## config.mk

```make
export PLATFORM = sky130hd
export DESIGN_NAME = sequenciador_excess_3
export DESIGN_NICKNAME = d
export VERILOG_FILES = /design/src/rtl/sequenciador_excess_3.sv
export SDC_FILE = /design/constraint.sdc
export NUM_CORES = 1
export LEC_CHECK = 0
export CAP_MARGIN = 5
export CORE_ASPECT_RATIO = 0.9
export CORE_MARGIN = 10
export CORE_UTILIZATION = 49
export DETAILED_ROUTE_END_ITERATION = 6
export PLACE_DENSITY_LB_ADDON = 0.3
export SYNTH_ARGS = -nofsm -noshare
export SYNTH_HDL_FRONTEND = slang
export SYNTH_SLANG_ARGS = --single-unit
```

## constraint.sdc

```tcl
create_clock -name clk -period 2.37 [get_ports clk]
set_clock_uncertainty 0.1 [all_clocks]
set_input_delay 0.237 -clock clk [delete_from_list [all_inputs] [get_ports clk]]
set_output_delay 0.237 -clock clk [all_outputs]
set_load 0.05 [all_outputs]
```

## src/rtl/sequenciador_excess_3.sv

```systemverilog
// Digit-serial BCD -> excess-3 converter: one shared 4-bit +3 adder walks the
// packed word from digit 0 upward, with valid/ready handshakes on both sides.
module sequenciador_excess_3 #(
  parameter int NUM_DIGITOS = 4
) (
  input  logic                     clk,
  input  logic                     rst,
  input  logic [4*NUM_DIGITOS-1:0] entrada,
  input  logic                     in_valid,
  output logic                     in_ready,
  input  logic                     cancelar,
  output logic [4*NUM_DIGITOS-1:0] saida,
  output logic                     erro,
  output logic                     out_valid,
  input  logic                     out_ready,
  output logic                     ocupado
);

  localparam int IW = (NUM_DIGITOS > 1) ? $clog2(NUM_DIGITOS) : 1;
  localparam logic [IW-1:0] ULTIMO = IW'(NUM_DIGITOS - 1);

  typedef enum logic [1:0] {OCIOSO, CONVERTE, PRONTO} estado_t;

  estado_t                  estado_q, estado_d;
  logic [IW-1:0]            idx_q, idx_d;
  logic [4*NUM_DIGITOS-1:0] dado_q, dado_d;
  logic [4*NUM_DIGITOS-1:0] saida_q, saida_d;
  logic                     erro_q, erro_d;
  logic [3:0]               digito, soma;

  always_ff @(posedge clk or posedge rst) begin
    if (rst) begin
      estado_q <= OCIOSO;
      idx_q    <= '0;
      dado_q   <= '0;
      saida_q  <= '0;
      erro_q   <= 1'b0;
    end else begin
      estado_q <= estado_d;
      idx_q    <= idx_d;
      dado_q   <= dado_d;
      saida_q  <= saida_d;
      erro_q   <= erro_d;
    end
  end

  always_comb begin
    estado_d = estado_q;
    idx_d    = idx_q;
    dado_d   = dado_q;
    saida_d  = saida_q;
    erro_d   = erro_q;
    digito   = dado_q[4*idx_q +: 4];
    soma     = digito + 4'd3;
    case (estado_q)
      OCIOSO: begin
        // acceptance outranks cancelar, which is meaningless here anyway
        if (in_valid) begin
          dado_d   = entrada;
          idx_d    = '0;
          erro_d   = 1'b0;
          estado_d = CONVERTE;
        end
      end
      CONVERTE: begin
        if (cancelar) begin
          estado_d = OCIOSO;
        end else begin
          saida_d[4*idx_q +: 4] = soma;
          if (digito > 4'd9) erro_d = 1'b1;
          if (idx_q == ULTIMO) estado_d = PRONTO;
          else                 idx_d    = idx_q + 1'b1;
        end
      end
      PRONTO: begin
        if (out_ready) estado_d = OCIOSO;
      end
      default: estado_d = OCIOSO;
    endcase
  end

  assign in_ready  = (estado_q == OCIOSO);
  assign out_valid = (estado_q == PRONTO);
  assign ocupado   = (estado_q != OCIOSO);
  assign saida     = saida_q;
  assign erro      = erro_q;

endmodule

```

==> results by group <==
STA
  – Max-slew headroom: about two thirds
  – Unrepaired setup endpoints after global routing: no
  – Final setup fails: 0
  – Min Clock Period, post-route: ~2200 ps
  – Period utilization: between 90% and 100%
  – Max Freq: 454 MHz
  – Final hold violation count: 0
  – Least-Margin Pin Slew: approximately 530 ps
  – WHS: 256 ps
  – Final setup TNS: 0 ps
  – Final Max Slew Viols: 0

Finish
  – Share of cells above drive strength 1: 20.1%
  – Ant. Diodes: 0
  – P&R area growth vs syn: 33.8%
  – Filler instances: 263
  – # nets final: around 220

GRT
  – Initial antenna violation count: 0
  – Grt ovf: 0
  – Vias in the first global route: between 1k and 1.5k
  – Pin count of the biggest net entering global routing: 38
  – Global-route wire length before repair: approximately 6.2 mm
  – GRT Total Usage: 13.2%

Logic synthesis
  – Sequential share of the synthesized area: between 50% and 60%
  – Synthesized cell area: 0.00169 mm2
  – Synth warnings: 0
  – Synth Flop Type: dfrtp_1
  – Syn_nets: ~170
  – Top-area cell type share of the netlist area: 54.7%
  – Syn Area/Cell: between 10 and 15 um2
  – Number of synthesized flops with an enable pin: 0
  – Post-synth top area cell: dfrtp_1
  – Most frequent cells after synthesis: dfrtp_1, nand2_1, mux2_2, o21ai_0, inv_1
  – Post-synth cell types: 27
  – Synth Register Bits: 37
  – Most frequent cell after synthesis: dfrtp_1
  – Largest cells by area after synthesis: dfrtp_1, mux2_2, ha_1
  – Async S/R FF share, synth: between 90% and 100%
  – Mapped Cells: roughly 140

Worst setup path
  – CP max FO: 6
  – Slowest CP cell: mux4_2
  – CP Launch Type: flop
  – Crit path DAT: about 2300 ps
  – Critical path, cell by cell: mux4_2 -> inv_1 -> ha_1 -> or4_1 -> o21ai_0
  – WP data required: approximately 2500 ps
  – Slowest Stage Delay on Critical Path: between 500 and 600 ps
  – Critical Path Sink Type: flop
  – Crit Path Class: flop to flop

Route
  – Residual DRC: 0
  – Wire length per cell: about 16 um
  – First drt pass iteration count: 4
  – Vias after detailed routing: about 1.2k
  – Final ANT Viol Nets: 0
  – Starting DRT DRC Count: between 80 and 90
  – Final wirelength: 3.82 mm
  – Avg Vias per Cell: roughly 5.2

Die
  – Die Ht: roughly 76 um
  – FP Rows: 20
  – Die area: just over 0.006 mm2
  – Initial core utilization: roughly half
  – Die Wd: around 80 um
  – Core Footprint: between 0.003 and 0.004 mm2
  – # IOs: 41

Clock tree
  – Total CTS buffers: 5
  – H-tree Lvls: 2
  – CTS tree: yes
  – Clock latency on the worst-skew pair: approximately 290 ps
  – Post-CTS setup buffer count: 0
  – CTS clock-pin slew for the worst setup and hold paths: approximately 70 ps
  – Post-CTS resize count: 0
  – Clock Path Buffers: 2
  – Hold Buf Count CTS: 0
  – Clk root buf: clkbuf_8
  – TritonCTS Sinks: 37

Status
  – Status: finished clean

Place
  – IO buf count: 40
  – Routability congestion estimate: between 0.8 and 0.9
  – Post-detail-place hpwl: around 3.0 mm

Pwr
  – Power Density: 1340 mW/mm2
  – Leakage dissipation: approximately 1 nW
  – Maximum vdd drop: between 500 and 600 uV

Worst hold path
  – Hold Path Class: input port to async pin

Job
  – Max Cap Viol: 0
==> power breakdown <==
part	internal, mW	switching (mW)
logic	0.634	0.964
clock network	0.231	0.211
registers	0.853	0.151
==> final cells by class <==
| cell class | instances | area, um2 | area share (%) |
|---|---|---|---|
| Clock buffer | 7 | 86.3 | 3.81 |
| Inverter | 10 | 37.5 | 1.66 |
| Multi-Input combinational cell | 89 | 716 | 31.6 |
| Sequential cell | 37 | 926 | 40.9 |
| Tap cell | 44 | 55.1 | 2.43 |
| Timing Repair Buffer | 46 | 445 | 19.7 |
==> logic make-up (layout without fill, tap and decap cells) <==
group | Yosys count | after routing | synth area share, %
compound gates | 22 | 22 | 7.83
xor+xnor | 2 | 2 | 1.48
fa+ha+maj | 8 | 8 | 5.91
buf+inv | 13 | 63 | 3.10
flops | 37 | 37 | 54.7
mux | 20 | 20 | 16.0
simple gates | 37 | 37 | 11.1
==> placed cells by master (no fill, tap or decap) <==
master           instances
a22o_1                   1
and2_1                   1
buf_4                    6
clkbuf_1                 1
clkbuf_8                 6
clkdlybuf4s50_1         40
dfrtp_1                 37
ha_1                     8
inv_1                   10
mux2_2                  16
mux4_2                   4
nand2_1                 22
nand2_2                  1
nand2b_1                 1
nand4_1                  1
nor2_1                   3
nor2b_1                  2
nor3b_4                  1
o211ai_1                 1
o21ai_0                 11
o21ai_1                  4
o21ai_2                  1
o31ai_1                  2
o41ai_1                  2
or2_2                    1
or3_1                    2
or4_1                    1
or4_4                    1
xnor2_1                  1
xor2_2                   1
==> per-layer routing <==
metal | vias up | GRT usage (%) | routed length (um)
met3 | 6 | 4.95 | 225
met1 | 603 | 13.8 | 1480
li1 | 575 | - | -
met5 | - | 0 | 0
met4 | 0 | 3.96 | 44
met2 | 27 | 24.1 | 2070
==> worst max-delay path: cells and delay by family, from the launching register on <==
family / cells / cell delay (ps)
mux: 1 / 560
flops: 1 / 480
simple gates: 1 / 420
fa+ha+maj: 1 / 280
compound gates: 1 / 170
buf+inv: 1 / 100
==> flip-flops by register name (all words and copies together) (netlist names) <==
name and cells:
saida 16, estado_q 2, erro 1, dado_q 16, idx_q 2
==> per-stage QoR <==
| stage | cell area (um2) | std cells | total power [mW] | util [%] | setup slack (ps) |
|---|---|---|---|---|---|
| floorplan | 1690 | 139 | 2.08 | - | 55.8 |
| global placement | 2180 | 226 | 2.55 | 65.0 | 286 |
| detailed placement | 2180 | 226 | 2.62 | 65.0 | 186 |
| CTS | 2270 | 233 | 3.07 | 67.6 | 172 |
| global route | 2270 | 233 | 3.22 | 67.6 | 33.4 |
| finish | 2270 | 233 | 3.04 | 67.6 | 167 |
==> worst paths after layout <==
check	from	to	slack (ps)	cells after the start
setup / recovery	idx_q[1]	saida[9]	170	5
hold / removal	rst	idx_q[1]	260	3
setup reg to reg	idx_q[1]	saida[9]	170	5
hold reg to reg	saida[10]	saida[10]	390	2
max in group asynchronous	rst	erro	1600	3
min in group clk	saida[10]	saida[10]	390	2
(Power assumes the default switching activity.)
